--- src/rtl/tile_select_sequencer_if.sv ---
`default_nettype none
// ============================================================================
// Module      : tile_select_sequencer_if
// Description : Request handshake and tile-select bus between a host-side
//               requester and the tile select sequencer.
// Revision    : 1.0 - initial release
// ============================================================================
interface tile_select_sequencer_if #(
    parameter int SEL_W = 2
);
    logic             req_valid;
    logic [SEL_W-1:0] req_sel;
    logic             req_ready;
    logic [SEL_W-1:0] sel_out;
    logic             tile_rst_n;
    logic             tile_clk_en;
    logic             busy;
    logic             done;
    logic             err;

    // Requester side: issues requests, observes the tile controls.
    modport master (
        output req_valid, req_sel,
        input  req_ready, sel_out, tile_rst_n, tile_clk_en, busy, done, err
    );

    // Sequencer side: accepts requests, drives the tile controls.
    modport slave (
        input  req_valid, req_sel,
        output req_ready, sel_out, tile_rst_n, tile_clk_en, busy, done, err
    );
endinterface
`default_nettype wire

--- src/rtl/tile_select_sequencer.sv ---
`default_nettype none
// ============================================================================
// Module      : tile_select_sequencer
// Description : Turns a one-shot tile select request into a glitch-safe
//               switch: reset old tile, gate clock, change sel, settle,
//               ungate clock, reset new tile, release.
// Revision    : 1.0 - initial release
// ============================================================================
module tile_select_sequencer #(
    parameter int NUM_TILES     = 4,
    parameter int SEL_W         = 2,
    parameter int RESET_CYCLES  = 8,
    parameter int SETTLE_CYCLES = 4
) (
    input  wire logic              clk,
    input  wire logic              rst,
    tile_select_sequencer_if.slave bus
);

    localparam int MAX_CYCLES = (RESET_CYCLES > SETTLE_CYCLES) ? RESET_CYCLES : SETTLE_CYCLES;
    localparam int CNT_W      = $clog2(MAX_CYCLES) + 1;

    localparam logic [CNT_W-1:0] RST_LOAD    = CNT_W'(RESET_CYCLES);
    localparam logic [CNT_W-1:0] SETTLE_LOAD = CNT_W'(SETTLE_CYCLES);
    localparam logic [CNT_W-1:0] CNT_LAST    = CNT_W'(1);

    typedef enum logic [2:0] {
        S_IDLE    = 3'd0,
        S_ASSERT  = 3'd1,
        S_GATE    = 3'd2,
        S_SWITCH  = 3'd3,
        S_WAKE    = 3'd4,
        S_RELEASE = 3'd5
    } state_t;

    state_t             state_q, state_d;
    logic [CNT_W-1:0]   cnt_q, cnt_d;       // cycles remaining in the current counted state
    logic [SEL_W-1:0]   tgt_q, tgt_d;       // latched target tile
    logic [SEL_W-1:0]   sel_out_q, sel_out_d;
    logic               tile_rst_n_q, tile_rst_n_d;
    logic               tile_clk_en_q, tile_clk_en_d;
    logic               busy_q, busy_d;
    logic               req_ready_q, req_ready_d;
    logic               done_q, done_d;
    logic               err_q, err_d;
    logic               w_in_range;

    // Widened compare so a fully populated select space does not fold to a constant.
    assign w_in_range = (32'(bus.req_sel) < 32'(NUM_TILES));

    // Next state, counter and the registered output values of the state being entered.
    always_comb begin
        state_d   = state_q;
        cnt_d     = cnt_q;
        tgt_d     = tgt_q;
        sel_out_d = sel_out_q;
        err_d     = 1'b0;

        case (state_q)
            S_IDLE: begin
                if (bus.req_valid) begin
                    if (w_in_range) begin
                        state_d = S_ASSERT;
                        cnt_d   = RST_LOAD;
                        tgt_d   = bus.req_sel;
                    end else begin
                        err_d   = 1'b1;
                    end
                end
            end
            S_ASSERT: begin
                if (cnt_q == CNT_LAST) state_d = S_GATE;
                else                   cnt_d   = cnt_q - CNT_LAST;
            end
            S_GATE: begin
                // Clock is already stopped here, so sel may move on this edge.
                state_d   = S_SWITCH;
                cnt_d     = SETTLE_LOAD;
                sel_out_d = tgt_q;
            end
            S_SWITCH: begin
                if (cnt_q == CNT_LAST) begin
                    state_d = S_WAKE;
                    cnt_d   = RST_LOAD;
                end else begin
                    cnt_d   = cnt_q - CNT_LAST;
                end
            end
            S_WAKE: begin
                if (cnt_q == CNT_LAST) state_d = S_RELEASE;
                else                   cnt_d   = cnt_q - CNT_LAST;
            end
            S_RELEASE: state_d = S_IDLE;
            default:   state_d = S_IDLE;
        endcase

        tile_rst_n_d  = (state_d == S_IDLE) || (state_d == S_RELEASE);
        tile_clk_en_d = (state_d != S_GATE) && (state_d != S_SWITCH);
        busy_d        = (state_d != S_IDLE);
        req_ready_d   = (state_d == S_IDLE);
        done_d        = (state_d == S_RELEASE);
    end

    // State and output registers; reset lands in WAKE so the boot tile gets a full reset.
    always_ff @(posedge clk) begin
        if (rst) begin
            state_q       <= S_WAKE;
            cnt_q         <= RST_LOAD;
            tgt_q         <= '0;
            sel_out_q     <= '0;
            tile_rst_n_q  <= 1'b0;
            tile_clk_en_q <= 1'b1;
            busy_q        <= 1'b1;
            req_ready_q   <= 1'b0;
            done_q        <= 1'b0;
            err_q         <= 1'b0;
        end else begin
            state_q       <= state_d;
            cnt_q         <= cnt_d;
            tgt_q         <= tgt_d;
            sel_out_q     <= sel_out_d;
            tile_rst_n_q  <= tile_rst_n_d;
            tile_clk_en_q <= tile_clk_en_d;
            busy_q        <= busy_d;
            req_ready_q   <= req_ready_d;
            done_q        <= done_d;
            err_q         <= err_d;
        end
    end

    assign bus.sel_out     = sel_out_q;
    assign bus.tile_rst_n  = tile_rst_n_q;
    assign bus.tile_clk_en = tile_clk_en_q;
    assign bus.busy        = busy_q;
    assign bus.req_ready   = req_ready_q;
    assign bus.done        = done_q;
    assign bus.err         = err_q;

endmodule
`default_nettype wire
--- src/flat_wrapper.sv ---
// flat-port wrapper written by rule: the top's interface ports become plain ports
module tile_select_sequencer_flat 
#(
    parameter int NUM_TILES     = 4,
    parameter int SEL_W         = 2,
    parameter int RESET_CYCLES  = 8,
    parameter int SETTLE_CYCLES = 4
)
  (clk, rst, bus_req_valid, bus_req_sel, bus_req_ready, bus_sel_out, bus_tile_rst_n, bus_tile_clk_en, bus_busy, bus_done, bus_err);
  tile_select_sequencer_if #(.SEL_W(SEL_W)) bus_i ();
  input  wire logic clk;
  input  wire logic rst;
  input wire logic [$bits(bus_i.req_valid)-1:0] bus_req_valid;
  input wire logic [$bits(bus_i.req_sel)-1:0] bus_req_sel;
  output wire logic [$bits(bus_i.req_ready)-1:0] bus_req_ready;
  output wire logic [$bits(bus_i.sel_out)-1:0] bus_sel_out;
  output wire logic [$bits(bus_i.tile_rst_n)-1:0] bus_tile_rst_n;
  output wire logic [$bits(bus_i.tile_clk_en)-1:0] bus_tile_clk_en;
  output wire logic [$bits(bus_i.busy)-1:0] bus_busy;
  output wire logic [$bits(bus_i.done)-1:0] bus_done;
  output wire logic [$bits(bus_i.err)-1:0] bus_err;
  assign bus_i.req_valid = bus_req_valid;
  assign bus_i.req_sel = bus_req_sel;
  assign bus_req_ready = bus_i.req_ready;
  assign bus_sel_out = bus_i.sel_out;
  assign bus_tile_rst_n = bus_i.tile_rst_n;
  assign bus_tile_clk_en = bus_i.tile_clk_en;
  assign bus_busy = bus_i.busy;
  assign bus_done = bus_i.done;
  assign bus_err = bus_i.err;
  tile_select_sequencer #(.NUM_TILES(NUM_TILES), .SEL_W(SEL_W), .RESET_CYCLES(RESET_CYCLES), .SETTLE_CYCLES(SETTLE_CYCLES)) u_core (.clk(clk), .rst(rst), .bus(bus_i));
endmodule
--- config.mk ---
export PLATFORM = sky130hd
export DESIGN_NAME = tile_select_sequencer_flat
export DESIGN_NICKNAME = d
export VERILOG_FILES = /design/src/rtl/tile_select_sequencer_if.sv /design/src/rtl/tile_select_sequencer.sv /design/src/flat_wrapper.sv
export SDC_FILE = /design/constraint.sdc
export NUM_CORES = 1
export LEC_CHECK = 0
export BUFFER_PORTS_ARGS = -buffer_cell sky130_fd_sc_hd__buf_2
export CORE_MARGIN = 1
export CORE_UTILIZATION = 30
export DETAILED_ROUTE_END_ITERATION = 12
export GPL_ROUTABILITY_DRIVEN = 0
export PLACE_DENSITY = 0.51
export SETUP_SLACK_MARGIN = 0.1
export SYNTH_ARGS = -nofsm -noshare
export SYNTH_HDL_FRONTEND = slang
export SYNTH_SLANG_ARGS = --single-unit
export TNS_END_PERCENT = 100
--- constraint.sdc ---
create_clock -name clk -period 1.9 [get_ports clk]
set_clock_uncertainty 0.05 [all_clocks]
set_input_delay 0.095 -clock clk [delete_from_list [all_inputs] [get_ports clk]]
set_output_delay 0.095 -clock clk [all_outputs]
set_load 0.01 [all_outputs]
# Yosys cells after proc, flatten, opt, wreduce, memory -nomap -nowiden
# Index checks and enable logic that the tools add are counted.
[word_totals]
register_bits = 16
inputBits = 5
out_inout_bits = 8
wordCells = 38
[op_classes]
add_sub_neg = 1
eq_ne = 10
mux = 9
reduce_logical = 9
[ops]
columns = ["cell", "n"]
rows = [
  ["$pmux 4 s4", 1],
  ["$pmux 3 s5", 1],
  ["$mux 3", 4],
  ["$mux 4", 3],
  ["$eq 3x2->1 const B", 2],
  ["$eq 3x3->1 const B", 2],
  ["$logic_not 3->1", 2],
  ["$ne 3x2->1 const B", 2],
  ["$eq 4x1->1 const B", 1],
  ["$ne 2x2->1 const B", 2],
  ["$reduce_bool 4->1", 1],
  ["$sub 4x1->4 const B", 1],
  ["$eq 3x1->1 const B", 1],
  ["$reduce_and 3->1", 1],
  ["$reduce_bool 3->1", 1],
  ["$reduce_and 2->1", 1],
  ["$reduce_or 2->1", 1],
  ["$logic_and 1x1->1", 1],
  ["$logic_or 1x1->1", 1],
]

# Logic depth before layout (Yosys ltp)
[depth]
ltp_word = 5
mapped_depth = 6
depth_no_buf = 6

# Worst setup path before layout
# OpenSTA, ideal clock, no wires.
[synth_timing]
kind = "reg-to-reg"
from = "reg u_core.cnt_q[0]"
to = "reg u_core.tile_clk_en_q (netlist: u_core.bus.tile_clk_en)"
setup_time_ns = 0.127
arrival_ns = 1.311
required_ns = 1.723
slack_ns = 0.412
path_stages_with_launch = 6
n_path_buf = 0
synth_period_minus_slack_ns = 1.488
path_cell_list = "dfxtp_1 > ha_1 > nor3b_2 > nand2_1 > xor2_1 > or3_1"
[synth_between]
elab_chain_len = 5
elab_cells_between_ends = 8
cone_classes = "eq/ne (3); mux (4); reduce/logical (1)"
[synth_lines]
columns = ["item", "line", "rtl"]
rows = [
  ["from (decl)", "tile_select_sequencer.sv:37", "logic [CNT_W-1:0] cnt_q, cnt_d;"],
  ["from (signal assigned)", "tile_select_sequencer.sv:119", "cnt_q <= cnt_d;"],
  ["$eq 4x1->1 *", "tile_select_sequencer.sv:72, tile_select_sequencer.sv:82, tile_select_sequencer.sv:90", ""],
  ["$mux 3 (on tied branches)", "tile_select_sequencer.sv:90, tile_select_sequencer.sv:72, tile_select_sequencer.sv:82", ""],
  ["$pmux 3 s5 *", "tile_select_sequencer.sv:59", "case (state_q)"],
  ["$ne 3x2->1", "tile_select_sequencer.sv:98", "tile_clk_en_d = (state_d != S_GATE) && (state_d != S_SWITCH);"],
  ["$logic_and 1x1->1 *", "tile_select_sequencer.sv:98", ""],
  ["to (signal assigned)", "tile_select_sequencer.sv:123", "tile_clk_en_q <= tile_clk_en_d;"],
  ["to (decl)", "tile_select_sequencer.sv:41", "logic tile_clk_en_q, tile_clk_en_d;"],
]
# Every way passes the cells marked *; elsewhere a longest branch is shown, timed or not.
# A chain may end at the register's enable or synchronous reset.

# Worst setup path in the final report
# Same ends and word-level chain as after synthesis.

==> qor.yml <==
grt_max_degree: 16
fin_crit_sh_pct: 86.97
die-area_mm2: 0.002819
fin_util_pct: 37.12
drt-total-wl_mm: 1.432
synth_area_um2: 783.3
grt_pass1_wl_mm: 2.442
hold_violations: 0
grt.overflow.total: 0
fp-row-count: 18
p_leak_uw: 0.0003797
postCtsSetupBuffers: 0
cp-start-kind: "flip-flop"
ys_types: 37
slowest_delay_ps: 400
run_status: "finished clean"
syn_nets: 92
syn_avg_cell_area_um2: 9.215
pin_count: 13
yosys_warnings: 0
slowest_stage: "dfxtp_1"
n_antenna_cell: 0
arrival_ps: 1780
regToRegSetupSlack_ps: 250
seq_area_frac_synth_pct: 40.89
drt_pass1_iterations: 4
hp-class: "in2reg"
critPathBufInv: 0
wl_per_cell_um: 11.19
drive_gt1_share_pct: 22.45
pwr-share-seq_pct: 45.7
fp.dieW_um: 53.10
fin_cells: 128
synthToLayoutAreaGrowth_pct: 17.41
cts-root-buf: "clkbuf_4"
numCtsBuffers: 3
p_int_uw: 684.2
endpoint_kind: "flip-flop"
slew_viol_final: 0
vias: 593
clock_latency_ps: 290
cts_tree: "built"
placedCellCount: 122
required_ps: 2030
fin_nets: 106
viasPerCell: 4.633
start_util_pct: 31.62
pwr-share-comb_pct: 32.3
clock-sinks: 16
vdd_drop_max_v: 0.0004725
drc: 0
path_clk_slew_ps: 100
critPathTopFamily: "simple AND/OR/NAND/NOR gates"
clk_path_buf_depth: 2
p_sw_uw: 346.1
fin_crit_ps: 1652
ant_nets: 0
dp_hpwl_mm: 1.035
antenna_found_initial: 0
synth_seq_cells: 16
yosysTopAreaCell: "dfxtp_1"
setup_violations: 0
swShare_pct: 33.59
p_clk_share_pct: 22.0
h-tree-depth: 1
port_buffers: 11
path_class: "reg2reg"
yosys.area.top_type_share_pct: 40.89
core_area_mm2: 0.002477
worst-path-max-fanout: 4
max-cap-violations: 0
setup_tns_ps: 0
rsz0062_at_grt: "false"
fmax_mhz: 605.2
syn_inst: 85
die_h_um: 53.10
final_cell_mix: "dfxtp_1 (16), buf_2 (11), nor2_1 (8)"
final_common_cell: "dfxtp_1"
grt_pass1_vias: 543
p_per_area_mw_per_mm2: 1120
grt_usage_pct: 12.39
worstPathCellList: "ha_1, nor3b_4, nand2_1, xor2_1, or3_1"
dr.first_iter.drc_count: 15
synthTopCellsByArea: "dfxtp_1 (41%), mux2i_1 (7.7%), nor2_1 (3.8%), ha_1 (3.2%), nor2b_1 (3.2%)"
-- logic make-up after synthesis --
kind of cell	Yosys count	share of synthesized area, %
multiplexers	6	7.668
AO/OA/AOI/OAI	17	15.18
buffers and inverters	9	5.270
flip-flops	16	40.89
XOR/XNOR	1	1.118
AND/OR/NAND/NOR	33	26.20
adder cells (fa/ha/maj)	2	3.194
other	1	0.4788
-- sequential cells by signal, indices dropped and copies added (netlist names) --
register,cells
u_core.bus.sel_out,2
u_core.bus.busy,1
u_core.cnt_q,4
u_core.bus.tile_clk_en,1
u_core.bus.done,1
u_core.bus.req_ready,1
u_core.bus.tile_rst_n,1
u_core.state_q,3
u_core.tgt_q,2
-- layout make-up --
cell class	count	area, um2
clock buffers	4	36.28
fillers	262	1558
inverters	4	15.01
multi-input cells	60	427.9
flip-flops and latches	16	320.3
well taps	30	37.54
repair buffers	14	82.58
-- power by group through the flow --
stage	Clock [uW]	Combinational, uW	Sequential [uW]
detailed placement	0	325	471
floorplan	0	272	452
finish	226	333	471
global placement	0	325	468
CTS	239	330	463
global route	257	380	482
-- per-stage QoR --
step	hold WS (ps)	worst slack [ps]	instance area, um2	total power (uW)
finish	85.49	247.6	919.6	1030
global route	87.43	106.5	919.6	1119
CTS	78.78	243.6	913.4	1031
detailed placement	304.7	263.8	857.1	795.8
global placement	282.1	297.3	857.1	793.6
floorplan	147.3	411.7	783.3	724.0
-- final timing paths --
kind,to,start,cells past startpoint
setup / recovery,u_core.bus.tile_clk_en$_SDFF_PP1_,u_core.cnt_q[0]$_SDFFE_PP0P_,5
hold / removal,u_core.bus.sel_out[1]$_SDFFE_PP0P_,rst,2
setup reg to reg,u_core.bus.tile_clk_en$_SDFF_PP1_,u_core.cnt_q[0]$_SDFFE_PP0P_,5
hold reg to reg,u_core.bus.sel_out[0]$_SDFFE_PP0P_,u_core.bus.sel_out[0]$_SDFFE_PP0P_,2
-- what timing repair did --
| action | CTS | global route |
|---|---|---|
| resized for setup | 0 | 1 |
| setup endpoints to repair | 0 | 1 |
| hold buffers | 2 | 0 |
| hold endpoints to repair | 2 | 0 |
-- synth_stat cells (all sizes together) --
master / number
o31ai: 1
or3: 2
dfxtp: 16
inv: 4
ha: 2
a2111o: 1
and3: 1
nand3: 2
o21ai: 4
nor3b: 3
nand2b: 3
o311a: 1
a311oi: 1
o211ai: 1
nor2b: 4
o21bai: 1
a211oi: 1
nor2: 8
mux2i: 6
xor2: 1
clkbuf: 1
and4b: 1
a21oi: 3
or3b: 1
or2: 1
buf: 4
o22ai: 1
a21o: 1
nor3: 2
nor4b: 1
conb: 1
nand2: 4
a31oi: 1
-- layer usage --
layer	global-route usage (%)	up-vias	wire length, um
li1	-	320	-
met1	16.41	260	746
met2	16.24	13	610
met3	6.322	0	75
met4	5.702	0	0
met5	0	-	0
Power figures use the tool's default switching activity.
